<file path="config.mk">
export PLATFORM = sky130hd
export DESIGN_NAME = game_step
export DESIGN_NICKNAME = d
export VERILOG_FILES = /design/src/rtl/game_step.sv
export SDC_FILE = /design/constraint.sdc
export NUM_CORES = 1
export LEC_CHECK = 0
export ABC_AREA = 1
export CORE_UTILIZATION = 30
export CTS_CLUSTER_DIAMETER = 150
export DETAILED_ROUTE_END_ITERATION = 10
export SLEW_MARGIN = 20
export SYNTH_ARGS = -nofsm -noshare
export SYNTH_HDL_FRONTEND = slang
export SYNTH_SLANG_ARGS = --single-unit
</file>
<file path="constraint.sdc">
create_clock -name clk -period 12.9 [get_ports clk]
set_input_delay 2.58 -clock clk [delete_from_list [all_inputs] [get_ports clk]]
set_output_delay 2.58 -clock clk [all_outputs]
set_load 0.01 [all_outputs]
</file>
<file path="src/rtl/game_step.sv">
// Per-frame next-state engine: a tick starts MOVE, WALL, SCAN x10, COMMIT, and the outputs update 13 clocks after the tick.
// No backpressure: a tick arriving while busy or after game over is dropped, and the outputs hold the last committed state.
module game_step #(
   parameter int SCREEN_W  = 640,
   parameter int SCREEN_H  = 480,
   parameter int BALL_R    = 4,
   parameter int BALL_STEP = 2,
   parameter int PAD_HALF  = 32,
   parameter int PAD_STEP  = 4,
   parameter int PAD_TOP   = 466,
   parameter int IX_NAV    = 320,
   parameter int IY_NAV    = 470,
   parameter int IX_PAL    = 320,
   parameter int IY_PAL    = 450,
   parameter int BRICK_W   = 64,
   parameter int BRICK_Y0  = 40,
   parameter int BRICK_H   = 16,
   parameter int VITE      = 3,
   parameter int BLOCCHI   = 10
) (
   input  logic        clk,
   input  logic        rst,
   input  logic        frame_tick,
   input  logic        btn_left,
   input  logic        btn_right,
   input  logic [9:0]  i_xpal,
   input  logic [9:0]  i_ypal,
   input  logic        i_xdirpal,
   input  logic        i_ydirpal,
   input  logic [9:0]  i_xnav,
   input  logic [9:0]  i_bri,
   input  logic [19:0] i_hits,
   input  logic [1:0]  i_life,
   input  logic [3:0]  i_brick,
   output logic [9:0]  o_xpal,
   output logic [9:0]  o_ypal,
   output logic [9:0]  o_xnav,
   output logic [9:0]  o_ynav,
   output logic        o_xdirpal,
   output logic        o_ydirpal,
   output logic [9:0]  o_bri,
   output logic [19:0] o_hits,
   output logic [1:0]  o_life,
   output logic [3:0]  o_brick,
   output logic        busy,
   output logic        done,
   output logic        game_over
);

   localparam logic signed [11:0] BR      = 12'(BALL_R);
   localparam logic signed [11:0] BSTEP   = 12'(BALL_STEP);
   localparam logic signed [11:0] PH      = 12'(PAD_HALF);
   localparam logic signed [11:0] PSTEP   = 12'(PAD_STEP);
   localparam logic signed [11:0] PT      = 12'(PAD_TOP);
   localparam logic signed [11:0] X_EDGE  = 12'(SCREEN_W - 1);
   localparam logic signed [11:0] Y_EDGE  = 12'(SCREEN_H - 1);
   localparam logic signed [11:0] NAV_MAX = 12'(SCREEN_W - 1 - PAD_HALF);
   localparam logic signed [11:0] BY0     = 12'(BRICK_Y0);
   localparam logic signed [11:0] BY1     = 12'(BRICK_Y0 + BRICK_H);
   localparam logic signed [11:0] XP0     = 12'(IX_PAL);
   localparam logic signed [11:0] YP0     = 12'(IY_PAL);
   localparam logic signed [11:0] XN0     = 12'(IX_NAV);
   // Bricks 0-3 take 3 hits, 4-6 take 2, 7-9 take 1; brick 0 sits in the LSBs.
   localparam logic [19:0] HITS0 = {2'd1, 2'd1, 2'd1, 2'd2, 2'd2, 2'd2, 2'd3, 2'd3, 2'd3, 2'd3};

   typedef enum logic [2:0] {IDLE, MOVE, WALL, SCAN, COMMIT} state_t;

   state_t             state;
   logic signed [11:0] xw, yw, nav;
   logic               xdw, ydw;
   logic [9:0]         bri_w;
   logic [19:0]        hits_w;
   logic [1:0]         life_w;
   logic [3:0]         brick_w;
   logic [3:0]         idx;
   logic               hit_done;

   logic signed [11:0] mv_x, mv_y, mv_nav;
   logic signed [11:0] wx, wy, dx, adx;
   logic               wxd, wyd, lost;
   logic signed [11:0] lo, hi;
   logic [1:0]         old_h;
   logic               scan_hit;

   assign o_ynav    = 10'(IY_NAV);
   assign game_over = (o_life == 2'd0) || (o_brick == 4'd0);

   always_comb begin
      mv_x   = xdw ? xw - BSTEP : xw + BSTEP;
      mv_y   = ydw ? yw + BSTEP : yw - BSTEP;
      mv_nav = nav;
      if (btn_left && !btn_right)
         mv_nav = (nav - PSTEP < PH) ? PH : nav - PSTEP;
      else if (btn_right && !btn_left)
         mv_nav = (nav + PSTEP > NAV_MAX) ? NAV_MAX : nav + PSTEP;
   end

   // Wall checks are cumulative: each one sees the result of the previous.
   always_comb begin
      wx   = xw;
      wy   = yw;
      wxd  = xdw;
      wyd  = ydw;
      lost = 1'b0;
      if (wx - BR <= 12'sd0) begin
         wx  = BR;
         wxd = 1'b0;
      end
      if (wx + BR >= X_EDGE) begin
         wx  = X_EDGE - BR;
         wxd = 1'b1;
      end
      if (wy - BR <= 12'sd0) begin
         wy  = BR;
         wyd = 1'b1;
      end
      dx  = wx - nav;
      adx = (dx < 12'sd0) ? -dx : dx;
      if (wyd && (wy + BR >= PT) && (adx <= PH)) begin
         wy  = PT - BR;
         wyd = 1'b0;
         wxd = (wx < nav);
      end else if (wy + BR >= Y_EDGE) begin
         lost = 1'b1;
      end
   end

   always_comb begin
      lo       = 12'(int'(idx) * BRICK_W);
      hi       = lo + 12'(BRICK_W);
      old_h    = hits_w[{idx, 1'b0} +: 2];
      scan_hit = bri_w[idx] && !hit_done &&
                 (xw + BR >= lo) && (xw - BR < hi) &&
                 (yw + BR >= BY0) && (yw - BR < BY1);
   end

   always_ff @(posedge clk) begin
      if (!rst) begin
         state     <= IDLE;
         o_xpal    <= 10'(IX_PAL);
         o_ypal    <= 10'(IY_PAL);
         o_xnav    <= 10'(IX_NAV);
         o_xdirpal <= 1'b0;
         o_ydirpal <= 1'b0;
         o_bri     <= '1;
         o_hits    <= HITS0;
         o_life    <= 2'(VITE);
         o_brick   <= 4'(BLOCCHI);
         busy      <= 1'b0;
         done      <= 1'b0;
         xw        <= XP0;
         yw        <= YP0;
         nav       <= XN0;
         xdw       <= 1'b0;
         ydw       <= 1'b0;
         bri_w     <= '1;
         hits_w    <= HITS0;
         life_w    <= 2'(VITE);
         brick_w   <= 4'(BLOCCHI);
         idx       <= '0;
         hit_done  <= 1'b0;
      end else begin
         done <= 1'b0;
         case (state)
            IDLE: begin
               if (frame_tick && !game_over) begin
                  xw      <= 12'(i_xpal);
                  yw      <= 12'(i_ypal);
                  nav     <= 12'(i_xnav);
                  xdw     <= i_xdirpal;
                  ydw     <= i_ydirpal;
                  bri_w   <= i_bri;
                  hits_w  <= i_hits;
                  life_w  <= i_life;
                  brick_w <= i_brick;
                  busy    <= 1'b1;
                  state   <= MOVE;
               end
            end
            MOVE: begin
               xw    <= mv_x;
               yw    <= mv_y;
               nav   <= mv_nav;
               state <= WALL;
            end
            WALL: begin
               if (lost) begin
                  life_w <= (life_w == 2'd0) ? 2'd0 : life_w - 2'd1;
                  xw     <= XP0;
                  yw     <= YP0;
                  xdw    <= 1'b0;
                  ydw    <= 1'b0;
                  nav    <= XN0;
                  state  <= COMMIT;
               end else begin
                  xw       <= wx;
                  yw       <= wy;
                  xdw      <= wxd;
                  ydw      <= wyd;
                  idx      <= '0;
                  hit_done <= 1'b0;
                  state    <= SCAN;
               end
            end
            SCAN: begin
               if (scan_hit) begin
                  hits_w[{idx, 1'b0} +: 2] <= (old_h <= 2'd1) ? 2'd0 : old_h - 2'd1;
                  ydw      <= ~ydw;
                  hit_done <= 1'b1;
                  if (old_h <= 2'd1) begin
                     bri_w[idx] <= 1'b0;
                     brick_w    <= (brick_w == 4'd0) ? 4'd0 : brick_w - 4'd1;
                  end
               end
               if (idx == 4'd9)
                  state <= COMMIT;
               else
                  idx <= idx + 4'd1;
            end
            COMMIT: begin
               o_xpal    <= xw[9:0];
               o_ypal    <= yw[9:0];
               o_xnav    <= nav[9:0];
               o_xdirpal <= xdw;
               o_ydirpal <= ydw;
               o_bri     <= bri_w;
               o_hits    <= hits_w;
               o_life    <= life_w;
               o_brick   <= brick_w;
               done      <= 1'b1;
               busy      <= 1'b0;
               state     <= IDLE;
            end
            default: state <= IDLE;
         endcase
      end
   end

endmodule
</file>
Word-level counts from Yosys, hierarchy flattened
Cells that the tools add are included.
{"block": "word_totals", "regBits": 152, "input_bits": 73, "out_inout_bits": 81, "word_cells": 187}
{"block": "op_classes", "add_sub_neg": 20, "order_cmp": 17, "n_eq_ne": 14, "shifts": 3, "n_mux": 69, "bitwise_logic": 3, "reduce_logical": 38}
{"operator": "12-bit two-way mux", "count": 17}
{"operator": "12-bit case mux with 3 select lines", "count": 3}
{"operator": "12-bit by 4-bit adder with 12-bit output, second input constant", "count": 5}
{"operator": "20-bit two-way mux", "count": 2}
{"operator": "20-bit case mux with 2 select lines", "count": 1}
{"operator": "12-bit by 4-bit subtractor with 12-bit output, second input constant", "count": 3}
{"operator": "10-bit two-way mux", "count": 3}
{"operator": "12-bit by 3-bit adder with 12-bit output, second input constant", "count": 2}
{"operator": "12-bit by 10-bit >= comparator with 1-bit output, second input constant", "count": 2}
{"operator": "12-bit by 1-bit <= comparator with 1-bit output, second input constant", "count": 2}
{"operator": "12-bit less-than comparator", "count": 2}
{"operator": "12-bit by 7-bit less-than comparator with 1-bit output, second input constant", "count": 2}
{"operator": "4-bit two-way mux", "count": 6}
{"operator": "12-bit by 3-bit subtractor with 12-bit output, second input constant", "count": 2}
{"operator": "20-bit bitwise mux", "count": 1}
{"operator": "10-bit case mux with 2 select lines", "count": 1}
{"operator": "2-bit by 7-bit variable shift with 20-bit output, first input constant", "count": 1}
{"operator": "2-bit by 7-bit variable part select with 20-bit output", "count": 1}
{"operator": "20-bit by 6-bit variable part select with 2-bit output", "count": 1}
{"operator": "1-bit two-way mux", "count": 18}
{"operator": "3-bit AND reduction", "count": 6}
{"operator": "4-bit case mux with 2 select lines", "count": 2}
{"operator": "2-bit != test, second input constant", "count": 7}
{"operator": "12-bit by 11-bit >= comparator with 1-bit output", "count": 1}
{"operator": "42 further kinds", "count": 73}

Logic depth before layout (Yosys ltp)
{"block": "logic_depth", "word_depth": 14, "depth_mapped": 39, "mapped_depth_nobuf": 39}

Worst setup path after synthesis
OpenSTA, ideal clock, no wires.
{"block": "synth_path", "path_kind": "register -> register", "start": "register xw[2]", "end": "register nav[3]", "setup_ns": 0.116, "arrival_ns": 4.108, "t_required_ns": 12.784, "slack_ns": 8.677, "stages_incl_launch_ff": 31, "path_buffers": 1, "period_less_slack_ns": 4.223, "path_cell_list": "dfxtp_1 > nor2_1 > nand2_1 > nor2_1 > nand2_1 > xor2_1 > nand2_1 > nor3_1 > nand2_2 > nand2_1 > inv_1 > ha_1 > inv_1 > fa_1 > inv_1 > nand2_1 > nor2_1 > nand3_1 > nor2_1 > nand2_1 > nor2_1 > nand3_1 > nand3_1 > nand3_1 > nor3_2 > nand2_4 > nand2_4 > nand2_4 > buf_6 > a21oi_1 > nor2_1"}
{"block": "synth_between", "elab_chain_cells": 14, "word_cells_on_any_way": 15, "cone_classes": "add/sub (4); order compare (4); eq/ne (1); mux (4); reduce/logical (2)"}
{"element": "start, declared", "line_no": "69", "rtl": "logic signed [11:0] xw, yw, nav;"}
{"element": "start signal, assigned", "line_no": "167", "rtl": "xw <= 12'(i_xpal);"}
{"element": "start signal, assigned", "line_no": "181", "rtl": "xw <= mv_x;"}
{"element": "start signal, assigned", "line_no": "196", "rtl": "xw <= wx;"}
{"element": "12-bit by 4-bit subtractor with 12-bit output", "line_no": "105", "rtl": "if (wx - BR <= 12'sd0) begin"}
{"element": "12-bit by 1-bit <= comparator with 1-bit output", "line_no": "105"}
{"element": "12-bit two-way mux (*)", "line_no": "105"}
{"element": "12-bit by 4-bit adder with 12-bit output", "line_no": "109", "rtl": "if (wx + BR >= X_EDGE) begin"}
{"element": "12-bit by 11-bit >= comparator with 1-bit output", "line_no": "109"}
{"element": "12-bit two-way mux (*)", "line_no": "109"}
{"element": "12-bit subtractor (*)", "line_no": "117", "rtl": "dx = wx - nav;"}
{"element": "12-bit negator or 12-bit by 1-bit less-than comparator with 1-bit output (tied branches)", "line_no": "118", "rtl": "adx = (dx < 12'sd0) ? -dx : dx;"}
{"element": "12-bit two-way mux (*)", "line_no": "118"}
{"element": "12-bit by 7-bit <= comparator with 1-bit output (*)", "line_no": "119", "rtl": "if (wyd && (wy + BR >= PT) && (adx <= PH)) begin"}
{"element": "1-bit logical AND (*)", "line_no": "119"}
{"element": "1-bit two-way mux (*)", "line_no": "119"}
{"element": "2-bit != test (no line) (*)"}
{"element": "4-bit AND reduction (no line) (*)"}
{"element": "end signal, assigned", "line_no": "169", "rtl": "nav <= 12'(i_xnav);"}
{"element": "end signal, assigned", "line_no": "183", "rtl": "nav <= mv_nav;"}
{"element": "end, declared", "line_no": "69"}
Every way passes the cells marked *; elsewhere a longest branch is shown, timed or not.
A chain may end at the register's enable or synchronous reset.

Worst setup path after layout
{"block": "layout_path", "start": "register xw[2]", "end": "register xw[10]"}
{"block": "layout_between", "elab_chain_cells": 14, "word_cells_on_any_way": 18, "cone_classes": "add/sub (6); order compare (4); mux (7); reduce/logical (1)"}
{"element": "12-bit by 4-bit subtractor with 12-bit output", "line_no": "105"}
{"element": "12-bit by 1-bit <= comparator with 1-bit output", "line_no": "105"}
{"element": "12-bit two-way mux", "line_no": "105"}
{"element": "12-bit by 4-bit adder with 12-bit output", "line_no": "109"}
{"element": "12-bit by 11-bit >= comparator with 1-bit output", "line_no": "109"}
{"element": "12-bit two-way mux", "line_no": "109"}
{"element": "12-bit subtractor", "line_no": "117"}
{"element": "12-bit negator or 12-bit by 1-bit less-than comparator with 1-bit output (tied branches)", "line_no": "118"}
{"element": "12-bit two-way mux", "line_no": "118"}
{"element": "12-bit by 7-bit <= comparator with 1-bit output", "line_no": "119"}
{"element": "1-bit logical AND", "line_no": "119"}
{"element": "1-bit two-way mux", "line_no": "119"}
{"element": "12-bit two-way mux", "line_no": "187", "rtl": "if (lost) begin"}
{"element": "12-bit case mux with 3 select lines (*)", "line_no": "164", "rtl": "case (state)"}
Marked as above.

==> impl_metrics.csv <==
group,metric,value,unit
outcome,status,"finished clean",
drt,avgViaCountPerCell,5.03,
clock_tree,cts_buffers,17,
timing,final_hold_viol_count,0,
critical_path,crit_top_cell,"nand2_1",
critical_path,reg2reg_to,"xw[10]",
worst_hold_path,hold_depth,2,
drt,finalWirelength,36100,um
synthesis,synth_area,0.0104,mm^2
timing,tightestPinTransition,1030,ps
critical_path,crit_slowest_cell,"fa_1",
clock_tree,clock-root-buffer,"clkbuf_16",
drt,drt-initial-drc-count,833,
floorplan,die_y,188,um
critical_path,cp_max_fo,12,
global_route,grt_max_degree,64,
clock_tree,post_cts_buffers,0,
critical_path,reg2reg_slack,7520,ps
timing,fin_hold_ws,456,ps
timing,setup_slack,7520,ps
pwr,power_density,249,mW/mm^2
clock_tree,clk_pin_slew_worst_paths,70,ps
global_route,grt_use_total,20.3,%
clock_tree,cts-htree-levels,4,
cells_and_area,final_common_cell,"nand2_1",
worst_hold_path,hold_class,"reg2reg",
floorplan,io_pins,154,
floorplan,core_area,0.0339,mm^2
critical_path,cp_num_buf_inv,4,
synthesis,async_flop_share,0,%
drt,firstDrtPassIters,6,
clock_tree,cts_sinks,152,
clock_tree,ctsResizeCount,0,
synthesis,synth_enable_flop_cells,0,
placement,dp_slack,7150,ps
synthesis,ys_ff_latch,152,
timing,setup_viol,0,
critical_path,worstPathRequired,13290,ps
global_route,busiest_layer,"met2",
drt,antenna_left,0,
timing,rsz0062_at_grt,"no",
critical_path,r2r_start,"xw[2]",
timing,final-max-slew-violation-count,0,
synthesis,ys.warnings.count,0,
clock_tree,cts_buffer_depth,2,
synthesis,synth_top_flop_cell,"dfxtp_1",
synthesis,syn_avg_cell_area,6.40,um^2
global_route,grtUsageMet2,32.6,%
critical_path,crit_type,"reg2reg",
timing,max_slew_margin,31.0,%
job,maxCapViolations,0,
cells_and_area,final_nets,1867,
global_route,overflow,0,
global_route,grt.met1_usage,28.0,%
global_route,grt_pass1_vias,10441,
floorplan,initial_core_util,30.8,%
synthesis,synth_cells,1630,
global_route,grt_pass1_wl,57000,um
critical_path,r2r_cells,30,
placement,dp_hpwl,27400,um
critical_path,worstPathArrival,5780,ps
worst_hold_path,holdPathEnd,"o_hits[8]",
timing,setup-tns-final,0,ps
placement,portBuffers,143,
floorplan,die_w,188,um
timing,clock_skew,15.9,ps
critical_path,crit_family,"simple AND/OR/NAND/NOR gates",
cells_and_area,area_delta_synth_final,22.1,%
cells_and_area,drive_above_1_share,5.88,%
critical_path,start_kind,"register",
synthesis,ys_types,57,
pwr,leakage,5.73,nW
critical_path,end_kind,"register",
floorplan,die_area,0.0355,mm^2
global_route,globalRouteMet3Util,3.13,%
clock_tree,hold_buffers,0,
placement,place_congestion,0.903,
synthesis,yosysSeqAreaShare,29.2,%
critical_path,critPathMaxStageDelay,430,ps
clock_tree,insertion_delay,450,ps
floorplan,num_rows,67,
global_route,antenna_found_initial,0,
cells_and_area,final_cell_mix,"nand2_1 (429), nor2_1 (170), inv_1 (165), dfxtp_1 (152), nand3_1 (147)",
timing,period_share,41.7,%
clock_tree,cts_tree,"built",
timing,fmax,186,MHz
drt,remaining_drc_errors,0,
timing,period_needed,5380,ps
pwr,peakVddDrop,0.121,mV
drt,wl_per_cell,16.4,um
worst_hold_path,min_from,"o_hits[8]",
cells_and_area,antenna_cells,0,
drt,vias,11070,
==> cell usage after synthesis (16+ instances only) <==
cell type	instances	area share, %
nand4_1	22	1.3
o21ai_0	119	5.7
o211ai_1	24	1.7
nor3_1	16	0.77
dfxtp_1	152	29
nor2_1	173	6.2
clkbuf_1	44	1.6
nand2_1	429	15
inv_1	165	5.9
a21oi_1	111	5.3
ha_1	52	6.2
nand3_1	147	7.1
xor2_1	20	1.7
==> registers in the layout, indices dropped and copies added, names as in the netlist <==
| signal | cells |
|---|---|
| o_brick | 4 |
| xdw | 1 |
| brick_w | 4 |
| busy | 1 |
| o_xnav | 10 |
| o_ypal | 10 |
| o_ydirpal | 1 |
| bri_w | 10 |
| o_xpal | 10 |
| o_bri | 10 |
| xw | 12 |
| o_xdirpal | 1 |
| ydw | 1 |
| state | 3 |
| nav | 12 |
| done | 1 |
| idx | 4 |
| hit_done | 1 |
| hits_w | 20 |
| life_w | 2 |
| yw | 12 |
| o_hits | 20 |
| o_life | 2 |
==> area by class of cell <==
| type | instances | area [um^2] |
|---|---|---|
| fill | 3688 | 21100 |
| multi-input combinational | 1238 | 6390 |
| sequential | 152 | 3040 |
| timing repair buffer | 152 | 1490 |
| inverter | 178 | 673 |
| tap | 448 | 561 |
| clock buffer | 18 | 439 |
| clock inverter | 14 | 135 |
==> stage by stage <==
stage	total power, mW	area (um^2)	util (%)	std cells
after floorplan	2.16	10500	-	1638
after global placement	2.61	12200	35.9	2168
after detailed placement	2.65	12200	35.9	2168
after CTS	3.16	12700	37.6	2200
after global routing	3.48	12700	37.6	2200
final	3.18	12700	37.6	2200
==> worst max-delay path by stage <==
stage | startpoint | end | slack [ps] | cells after the start
after global placement | rst | o_bri[0] | 7260 | 6
after CTS | xw[2] | xw[10] | 7590 | 30
after global routing | xw[2] | nav[0] | 6930 | 31
final | xw[2] | xw[10] | 7520 | 30
after floorplan | xw[2] | nav[3] | 8680 | 30
after detailed placement | rst | o_hits[3] | 7150 | 6
==> tightest hold or removal path, stage by stage, from the launching register on <==
cell and delay (ps):
dfxtp_1 310, nand2_1 60, nand2_1 50
==> routing by layer <==
layer	share of wire, %	wire length [um]
met1	48	17400
met2	45	16100
met3	5.0	1790
met4	2.1	767
met5	0	0
==> where the power goes <==
| group | internal [mW] | switching (mW) |
|---|---|---|
| clock | 0.276 | 0.233 |
| combinational | 0.641 | 1.32 |
| sequential | 0.572 | 0.135 |
| total | 1.49 | 1.69 |
==> cells by family after synthesis <==
| kind of cell | count (synthesis) | share of synthesized area (%) |
|---|---|---|
| flip-flops | 152 | 29.2 |
| AO/OA/AOI/OAI | 314 | 17.4 |
| buffers and inverters | 248 | 9.89 |
| AND/OR/NAND/NOR | 834 | 34.6 |
| other | 2 | 0.0720 |
| XOR/XNOR | 25 | 2.10 |
| adder cells (fa/ha/maj) | 55 | 6.81 |
Power figures use the tool's default switching activity.
